--- config.mk ---
export PLATFORM = sky130hd
export DESIGN_NAME = serial_alu_multiword
export DESIGN_NICKNAME = d
export VERILOG_FILES = /design/src/rtl/serial_alu_multiword.sv
export SDC_FILE = /design/constraint.sdc
export NUM_CORES = 1
export LEC_CHECK = 0
export ABC_AREA = 1
export CAP_MARGIN = 10
export CORE_MARGIN = 1
export CORE_UTILIZATION = 40
export DETAILED_ROUTE_END_ITERATION = 16
export PLACE_DENSITY = 0.66
export SETUP_SLACK_MARGIN = 0.4
export SYNTH_ARGS = -nofsm -noshare
export SYNTH_HDL_FRONTEND = slang
export SYNTH_SLANG_ARGS = --single-unit
--- constraint.sdc ---
create_clock -name clk -period 4.8 [get_ports clk]
set_input_delay 1.44 -clock clk [delete_from_list [all_inputs] [get_ports clk]]
set_output_delay 1.44 -clock clk [all_outputs]
set_load 0.01 [all_outputs]
--- src/rtl/serial_alu_multiword.sv ---
`default_nettype none
// +----------------------------------------------------------------------------+
// | serial_alu_multiword: chunk-serial multi-word ALU, LSB chunk first.         |
// | Optional feature macro: SERIAL_ALU_STALL_EN (advance input stalls a RUN).   |
// | Revision: 1.0                                                               |
// +----------------------------------------------------------------------------+
module serial_alu_multiword #(
    parameter int NSHIFT    = 2,
    parameter int WORD_BITS = 8,
    parameter int MAX_WORDS = 4,
    parameter int LEN_BITS  = $clog2(MAX_WORDS),
    parameter int CNT_BITS  = $clog2(MAX_WORDS*WORD_BITS/NSHIFT)
) (
    input  logic                clk,
    input  logic                reset,
    input  logic                start,
    input  logic [2:0]          op,
    input  logic [LEN_BITS-1:0] num_words_m1,
    input  logic                update_flags,
    input  logic                advance,
    input  logic [NSHIFT-1:0]   data_in1,
    input  logic [NSHIFT-1:0]   data_in2,
    output logic [NSHIFT-1:0]   data_out,
    output logic                active,
    output logic                busy,
    output logic                done,
    output logic                flag_c,
    output logic                flag_v,
    output logic                flag_s,
    output logic                flag_z,
    output logic [CNT_BITS-1:0] counter
);

    localparam int C_CHUNKS_PER_WORD = WORD_BITS / NSHIFT;
    localparam logic [2:0] C_OP_ADD = 3'd0;
    localparam logic [2:0] C_OP_SUB = 3'd1;
    localparam logic [2:0] C_OP_ADC = 3'd2;
    localparam logic [2:0] C_OP_SBC = 3'd3;
    localparam logic [2:0] C_OP_AND = 3'd4;
    localparam logic [2:0] C_OP_OR  = 3'd5;
    localparam logic [2:0] C_OP_XOR = 3'd6;

    typedef enum logic [0:0] {
        S_IDLE = 1'b0,
        S_RUN  = 1'b1
    } state_t;

    state_t                r_state;
    state_t                w_state_next;
    logic [CNT_BITS-1:0]   r_counter;
    logic                  r_carry;
    logic                  r_zero;
    logic [2:0]            r_op;
    logic [LEN_BITS-1:0]   r_len;
    logic                  r_upd;

    logic                  w_advance;
    logic                  w_accept;
    logic                  w_last;
    logic                  w_first;
    logic                  w_cin;
    logic                  w_arith;
    logic                  w_sub;
    logic                  w_ovf;
    logic                  w_zero_run;
    logic [NSHIFT-1:0]     w_arg2;
    logic [NSHIFT-1:0]     w_result;
    logic [NSHIFT:0]       w_sum;
    logic [31:0]           w_last_idx;

`ifdef SERIAL_ALU_STALL_EN
    assign w_advance = advance;
`else
    logic w_unused_advance;
    assign w_unused_advance = advance;
    assign w_advance        = 1'b1;
`endif

    assign w_last_idx = (32'(r_len) + 32'd1) * 32'(C_CHUNKS_PER_WORD) - 32'd1;
    assign w_last     = (w_last_idx == 32'(r_counter));
    assign counter    = r_counter;

    always_comb begin
        w_state_next = r_state;
        w_accept     = 1'b0;
        busy         = 1'b0;
        active       = 1'b0;
        done         = 1'b0;
        case (r_state)
            S_IDLE: begin
                if (start) begin
                    w_accept     = 1'b1;
                    w_state_next = S_RUN;
                end
            end
            S_RUN: begin
                busy   = 1'b1;
                active = w_advance;
                done   = w_advance && w_last;
                // A completing chunk may chain straight into the next operation.
                if (done) begin
                    if (start) begin
                        w_accept = 1'b1;
                    end else begin
                        w_state_next = S_IDLE;
                    end
                end
            end
            default: w_state_next = S_IDLE;
        endcase
    end

    assign w_first = (r_counter == '0);
    assign w_arith = ~r_op[2];
    assign w_sub   = (r_op == C_OP_SUB) || (r_op == C_OP_SBC);
    assign w_arg2  = w_sub ? ~data_in2 : data_in2;

    always_comb begin
        w_cin = r_carry;
        if (w_first) begin
            case (r_op)
                C_OP_ADD: w_cin = 1'b0;
                C_OP_SUB: w_cin = 1'b1;
                C_OP_ADC: w_cin = flag_c;
                C_OP_SBC: w_cin = flag_c;
                default:  w_cin = 1'b0;
            endcase
        end
    end

    assign w_sum = {1'b0, data_in1} + {1'b0, w_arg2} + {{NSHIFT{1'b0}}, w_cin};
    assign w_ovf = (data_in1[NSHIFT-1] == w_arg2[NSHIFT-1]) &&
                   (w_sum[NSHIFT-1] != data_in1[NSHIFT-1]);

    always_comb begin
        w_result = w_sum[NSHIFT-1:0];
        case (r_op)
            C_OP_AND: w_result = data_in1 & data_in2;
            C_OP_OR:  w_result = data_in1 | data_in2;
            C_OP_XOR: w_result = data_in1 ^ data_in2;
            3'd7:     w_result = data_in2;
            default:  w_result = w_sum[NSHIFT-1:0];
        endcase
    end

    assign w_zero_run = (w_first ? 1'b1 : r_zero) & (w_result == '0);
    assign data_out   = (r_state == S_RUN) ? w_result : '0;

    always_ff @(posedge clk or posedge reset) begin
        if (reset) begin
            r_state <= S_IDLE;
        end else begin
            r_state <= w_state_next;
        end
    end

    always_ff @(posedge clk or posedge reset) begin
        if (reset) begin
            r_counter <= '0;
            r_carry   <= 1'b0;
            r_zero    <= 1'b0;
            r_op      <= 3'd0;
            r_len     <= '0;
            r_upd     <= 1'b0;
            flag_c    <= 1'b0;
            flag_v    <= 1'b0;
            flag_s    <= 1'b0;
            flag_z    <= 1'b0;
        end else begin
            if (w_accept) begin
                r_op  <= op;
                r_len <= num_words_m1;
                r_upd <= update_flags;
            end
            if (active) begin
                r_counter <= done ? '0 : r_counter + 1'b1;
                r_carry   <= w_sum[NSHIFT];
                r_zero    <= w_zero_run;
                // Flags are committed only on the final chunk so they never tear.
                if (done && r_upd) begin
                    flag_c <= w_arith & w_sum[NSHIFT];
                    flag_v <= w_arith & w_ovf;
                    flag_s <= w_result[NSHIFT-1];
                    flag_z <= w_zero_run;
                end
            end
        end
    end

endmodule
`default_nettype wire
# After elaboration in Yosys (flattened, before gate mapping)
# Index checks and enable logic that the tools add are counted.
dict set report word_totals {
  ff_bits 17
  input_bits 14
  output_inout_bits 13
  wordCells 56
}
dict set report op_classes {
  n_addsub 5
  eq_ne 10
  n_mux 14
  n_bitwise 9
  reduce_logical 7
}
# operator n
set op_table {}
lappend op_table {{$eq A32 B4 Y1} 1}
lappend op_table {{$eq A3 B3 Y1 const B} 4}
lappend op_table {{$pmux W2 S4} 1}
lappend op_table {{$mux W1} 7}
lappend op_table {{$eq A3 B2 Y1 const B} 2}
lappend op_table {{$pmux W1 S2} 3}
lappend op_table {{$sub A5 B1 Y6 const B} 1}
lappend op_table {{$add A4 B1 Y4 const B} 1}
lappend op_table {{$logic_not A4 Y1} 1}
lappend op_table {{$mux W2} 2}
lappend op_table {{$mux W4} 1}
lappend op_table {{$add A2 B1 Y3 const B} 1}
lappend op_table {{$add A2 B2 Y3} 1}
lappend op_table {{$add A3 B1 Y3} 1}
lappend op_table {{$and A1 B1 Y1} 3}
lappend op_table {{$eq A3 B1 Y1 const B} 1}
lappend op_table {{$and A2 B2 Y2} 1}
lappend op_table {{$logic_and A1 B1 Y1} 2}
lappend op_table {{$logic_not A2 Y1} 1}
lappend op_table {{$not A1 Y1} 2}
lappend op_table {{$not A2 Y2} 1}
lappend op_table {{$or A2 B2 Y2} 1}
lappend op_table {{$reduce_and A2 Y1} 1}
lappend op_table {{$reduce_or A2 Y1} 1}
lappend op_table {{other kinds (4)} 4}

# Longest topological paths before layout
# Gate-level depths: netlist of the first run.
dict set report depth {
  depth_word 8
  ltp_mapped 14
  mapped_depth_nobuf 14
}

# Worst setup path before layout of the first run
# OpenSTA, ideal clock, no wires.
dict set report synth_timing {
  path_type {input-to-output}
  startpoint {in data_in2[0]}
  endpoint {out data_out[1]}
  arrival_ns 2.917
  required_time_ns 3.360
  setup_slack_ns 0.443
  cell_stages 9
  n_path_buf 0
  cell_sequence {inv_1 > xor2_1 > fa_1 > inv_1 > fa_1 > nand2_1 > inv_1 > nor2_1 > nor2_1}
}
dict set report synth_via {
  elab_chain_cells 6
}
# element line_no
set synth_lines {}
lappend synth_lines {{start, declared} 22} ;# input logic [NSHIFT-1:0] data_in2,
lappend synth_lines {{$not A2 Y2} 116} ;# assign w_arg2 = w_sub ? ~data_in2 : data_in2;
lappend synth_lines {{$mux W2 (*)} 116}
lappend synth_lines {{$add A2 B2 Y3 (*)} 131} ;# assign w_sum = {1'b0, data_in1} + {1'b0, w_arg2} + {{NSHIFT{1'b0}}, w_cin};
lappend synth_lines {{$add A3 B1 Y3 (*)} 131}
lappend synth_lines {{$pmux W2 S4 (*)} 137} ;# case (r_op)
lappend synth_lines {{$mux W2 (*)} 147} ;# assign data_out = (r_state == S_RUN) ? w_result : '0;
lappend synth_lines {{end, declared} 23} ;# output logic [NSHIFT-1:0] data_out,
# Mark *: on every way between the ends. The rest lies on a longest branch, timed or not.

# Final worst setup path of the first run
# Ends and elaborated chain as after synthesis.

==> metrics, run 1 <==
worst-margin pin slew=approximately 0.65 ns; post-synth top area share=37.0%; critical path capture point type=output pin; Root Driver=clkbuf_4; Synth area leader=dfrtp_1; crit path launch type=input pin; Post-Syn Area=1150 um2; Final Cycle Share=slightly above 90%; largest net degree at the start of global routing=18; fin area=~1600 um2; core area=about 2700 um2; CTS Buf Count=3; number of global-route vias before repair=989; launching point of the worst reg2reg path=r_op[2]$_DFFE_PP0P_; Worst-Skew Late Latency=~0.29 ns; DR iter-0 viols=19; First-pass DRT Iterations=4; drt wl/cell=about 10 um; clock skew=between 0.008 and 0.009 ns; Arr. time, crit path=~3.0 ns; Synth Instances=~160; maxcap violations=0; Tot GR Track Use=approximately 17%; Clock Sinks=17; #FFs+latches synth=17; Rows=19; Final Slew Violations=0; DPL Wire Length=1800 um; critical path class=in -> out; layout cells sized above 1=between 15 and 20%; final wirelength=around 2300 um; Core Util, Final=57.3%; Hold/Removal Path Class=reg -> reg; gpl congestion=just under 0.9; CP max FO=2; cells on worst reg2reg path=16; number of library cell types mapped by synthesis=20; reg-to-reg slack, setup=1.90 ns; CTS H-Tree Depth=1; cts-stage hold buffer count=0; Hold Path Depth=2; Crit Reg-Reg Endpoint=r_zero$_DFFE_PP0P_; Die X=55.6 um; critical path required time=3.36 ns; headroom to the max-slew limit=a little under three fifths; dominant cells by area after synthesis=dfrtp_1 (37%), nand2_1 (11%), ha_1 (8.7%), inv_1 (8.5%), nand3_1 (8.3%); layout net count=217; CTS tree=yes; predominant post-synthesis flop cell=dfrtp_1; antenna cells=0; Synth async-reset ratio=between 90% and 100%; Ys Warns=0; Hold Startpoint=r_len[1]$_DFFE_PP0P_; FMAX=approximately 0.22 GHz; Max rail drop VDD=between 0.4 and 0.5 mV; unrepaired setup endpoints after global routing=yes; post-synth net total=179; DP Area=~1500 um2; Tmin final=4.45 ns; Hold Path End=r_len[1]$_DFFE_PP0P_; Vias per Instance=roughly 4.6; Clk pin slew, worst setup/hold paths=about 0.090 ns; Die Height=between 50 and 60 um; DR vias=between 1k and 1.5k; setup violators final=0; die area=3090 um2; Pwr Density=674 nW/um2; synthesis-to-finish area growth=36.3%; Final ANT Viol Nets=0; sequential share of the synthesized area=37.0%; CP max-delay cell=fa_1; status=completed; DRC viols=0; final hold viol count=0; initial core utilization=between 40% and 50%; clock buffer depth=2; syn_area_per_cell=7.41 um2; P_leak=between 0.8 and 0.9 nW; port buffer count=25; CP max stage delay=between 0.4 and 0.5 ns; initial antenna violation count=0; first-pass GRT wire length=4220 um; total gr overflow=0; EDFF count, synth=0; CP cell instances=buf_8, inv_4, xor2_4, fa_2, inv_2, fa_1, nand2_1, inv_1, nor2_2, nor2_1, buf_2; I/O pin count=27
-- logic make-up after synthesis --
group           share of synthesized area, %
compound gates                          2.94
xor+xnor                                4.58
fa+ha+maj                               12.2
buf+inv                                 10.8
flops                                   37.0
simple gates                            32.5
-- synthesized netlist by cell type (2+ instances only) --
cell and n:
nor3_1 2, buf_2 3, dfrtp_1 17, nand2_2 4, o21ai_0 3, nand3_1 19
inv_1 26, ha_1 8, fa_1 2, nor2_1 22, nand2_4 2, xor2_1 3
nand2_1 35, xnor2_1 3
-- critical path, delay by kind of cell --
| family | cells | cell delay [ns] |
|---|---|---|
| buffers and inverters | 5 | 0.36 |
| AND/OR/NAND/NOR | 3 | 0.25 |
| XOR/XNOR | 1 | 0.17 |
| adder cells (fa/ha/maj) | 2 | 0.78 |
-- worst max path at each step --
stage,slack (ns),endpoint,cells after the start,start
after floorplan,0.44,data_out[1],9,data_in2[0]
after global placement,-0.43,data_out[1],11,data_in2[0]
after detailed placement,-0.46,data_out[1],11,data_in2[0]
after CTS,0.40,data_out[1],11,data_in2[0]
after global routing,0.28,data_out[1],11,data_in2[0]
final,0.35,data_out[1],11,data_in2[0]
-- flip-flops by register name, summed over array words and instances, names as in the netlist --
register,flops
flag_s,1
r_carry,1
flag_z,1
flag_v,1
r_state,1
r_len,2
r_op,3
r_zero,1
counter,4
r_upd,1
flag_c,1
-- area by class of cell --
cell class                 instances  area (um2)
tap                               31        38.8
inverter                          27         104
timing repair buffer              37         340
fill                             252        1170
clock buffer                       4        26.3
sequential                        17         425
multi-input combinational        107         631
-- cells in the final DEF (no fill, tap or decap), drive strengths merged --
cell	n
nand3	19
dlymetal6s2s	1
clkbuf	4
xor2	3
a31oi	1
nand2	41
inv	27
o21ai	4
nor3	2
dlygate4sd2	2
a21boi	1
dfrtp	17
nor2	23
fa	2
ha	8
clkdlybuf4s50	19
buf	14
clkdlybuf4s15	1
xnor2	3
-- timing repair --
action | in CTS | in global routing
buffers inserted | 3 | 1
setup endpoints to repair | 2 | 1
pin swaps | 5 | 3
gates cloned | 0 | 0
gates resized for setup | 21 | 3
endpoints found under the hold margin | 0 | 0
-- stage by stage --
step | worst slack [ns] | TNS (ns) | instances | power, mW | hold WS, ns
after floorplan | 0.443 | 0 | 155 | 0.661 | 0.437
after global placement | -0.428 | -0.548 | 215 | 0.914 | 0.451
after detailed placement | -0.457 | -0.629 | 215 | 0.926 | 0.463
after CTS | 0.401 | 0 | 222 | 1.03 | 0.486
after global routing | 0.283 | 0 | 223 | 1.16 | 0.505
final | 0.350 | 0 | 223 | 1.06 | 0.484
-- power breakdown --
| part | total (mW) | switching (mW) | leakage, nW | internal, mW |
|---|---|---|---|---|
| registers | 0.280 | 0.0700 | 0.207 | 0.210 |
| logic | 0.700 | 0.344 | 0.627 | 0.356 |
| clock network | 0.0755 | 0.0432 | 0.0150 | 0.0323 |
-- metal layers --
layer	up-vias	wire, um	part of all wire (%)	track usage [%]
met5	-	0	0	0
met4	0	0	0	1.07
met3	0	133	5.7	4.88
met2	25	1110	48	28.9
met1	449	1080	46	22.6
li1	543	-	-	-
Note: power is estimated with default switching activity, not from simulation.
==> run 2, diff against run 1 <==
==> constraint.sdc (replaced) <==
create_clock -name clk -period 5.7 [get_ports clk]
set_input_delay 1.71 -clock clk [delete_from_list [all_inputs] [get_ports clk]]
set_output_delay 1.71 -clock clk [all_outputs]
set_load 0.01 [all_outputs]
==> metrics, run 2 (synthesized netlist as in run 1, its figures left out) <==
clock skew=approximately 0.012 ns; Hold Path Depth=2; Top delay family on crit path=adder cells; Final Cycle Share=between 90% and 100%; drt wl/cell=a little over 10 um; CTS Buf Count=3; layout cells sized above 1=roughly 10%; commonest non-fill, non-tap cell in the layout=nand2_1; Clock Sinks=17; initial core utilization=42.0%; critical path required time=~4 ns; fin area=1470 um2; CP cell instances=dlygate4sd2_1, inv_2, xor2_1, fa_1, inv_2, fa_1, nand2_1, inv_1, nor2_2, nor2_1, clkdlybuf4s15_2; unrepaired setup endpoints after global routing=yes; Core Util, Final=a little over half; worst path bufs/invs=5; Final WS setup=slightly below 0.5 ns; gpl congestion=about 0.85; dpl ws=-0.0894 ns; DPL Wire Length=roughly 1800 um; cts-stage hold buffer count=0; DRC viols=0; Max rail drop VDD=0.386 mV; clock buffer depth=2; Rows=19; critical path capture point type=output pin; status=completed; Vias per Instance=4.69; Tmin final=between 5 and 6 ns; Worst-Skew Late Latency=roughly 0.29 ns; number of global-route vias before repair=between 800 and 900; largest net degree at the start of global routing=18; max FFs per register=4; final wirelength=approximately 2200 um; Root Driver=clkbuf_4; Hold/Removal Path Class=reg -> reg; P_leak=0.800 nW; Filler Cells Inserted=roughly 260; first-pass GRT wire length=around 3800 um; maxcap violations=0; DR vias=1004; Die Height=between 50 and 60 um; synthesis-to-finish area growth=27.8%; CTS tree=yes; register area=about 430 um2; Final Slew Violations=0; initial antenna violation count=0; total gr overflow=0; hold_ws=~0.48 ns; headroom to the max-slew limit=a little under three fifths; Tot GR Track Use=between 10% and 20%; cells on worst reg2reg path=12; DR iter-0 viols=29; Final ANT Viol Nets=0; Multi-input gate area=~600 um2; DP Area=around 1400 um2; Clk pin slew, worst setup/hold paths=0.11 ns; commonest cells after routing, fill and taps aside=nand2_1 (35), inv_1 (23), nor2_1 (21), clkdlybuf4s50_1 (21), nand3_1 (19); FMAX=around 0.19 GHz; layout net count=~210; Arr. time, crit path=roughly 3.5 ns; Die X=around 56 um; CTS H-Tree Depth=1; critical path depth in cells=11; core area=2730 um2; First-pass DRT Iterations=4; critical path class=in -> out; antenna cells=0; I/O pin count=27; total power=roughly 0.82 mW; setup violators final=0; crit path launch type=input pin; worst-margin pin slew=~0.65 ns; port buffer count=25; CP max-delay cell=fa_1; Pwr Density=between 500 and 600 nW/um2; CP max FO=2; final hold viol count=0; CP max stage delay=~0.40 ns; die area=about 3000 um2
[run 2: layout make-up]
type	instances	area share, %
clock buffers	4	1.79
flip-flops and latches	17	29.0
inverters	27	6.91
multi-input cells	107	41.0
well taps	31	2.64
repair buffers	28	18.7
[run 2: tightest hold or removal path: stages (launching register included)]
cell and delay [ns]:
dfrtp_1 0.35, nand2_1 0.05, nand2_1 0.05
[run 2: path summary, 6_finish.rpt]
check | slack [ns] | end | start
worst max register to register | 3.22 | flag_v$_DFFE_PP0P_ | r_op[2]$_DFFE_PP0P_
worst max-delay path | 0.49 | data_out[1] | data_in2[0]
min in group asynchronous | 1.79 | counter[3]$_DFFE_PP0P_ | reset
max in group asynchronous | 3.49 | r_op[1]$_DFFE_PP0P_ | reset
worst min-delay path | 0.48 | r_carry$_DFFE_PP0P_ | r_carry$_DFFE_PP0P_
worst min register to register | 0.48 | r_carry$_DFFE_PP0P_ | r_carry$_DFFE_PP0P_
[run 2: report_power, final]
group	leakage [nW]	switching (mW)	total, mW	internal, mW
Sequential	0.207	0.0584	0.235	0.177
Combinational	0.578	0.264	0.516	0.252
Clock	0.0150	0.0381	0.0654	0.0272
Total	0.800	0.360	0.816	0.456
[run 2: per-layer routing]
layer  wire length [um]  track usage [%]  vias up
met5                  0                0        -
met4                 10             2.14        0
met3                122             5.12        2
met2               1020             25.3       25
met1               1020             21.6      450
li1                   -                -      527
[run 2: timing repair]
action | 4_1_cts | 5_1_grt
pin swaps | 1 | 1
setup buffers | 0 | 0
cloned | 0 | 0
endpoints found under the setup margin | 2 | 2
gates resized for setup | 8 | 2
[run 2: through the flow]
stage / instances / setup TNS [ns]
after floorplan: 155 / 0
after global placement: 210 / -0.0609
after detailed placement: 210 / -0.0894
after CTS: 214 / 0
after global routing: 214 / 0
final: 214 / 0
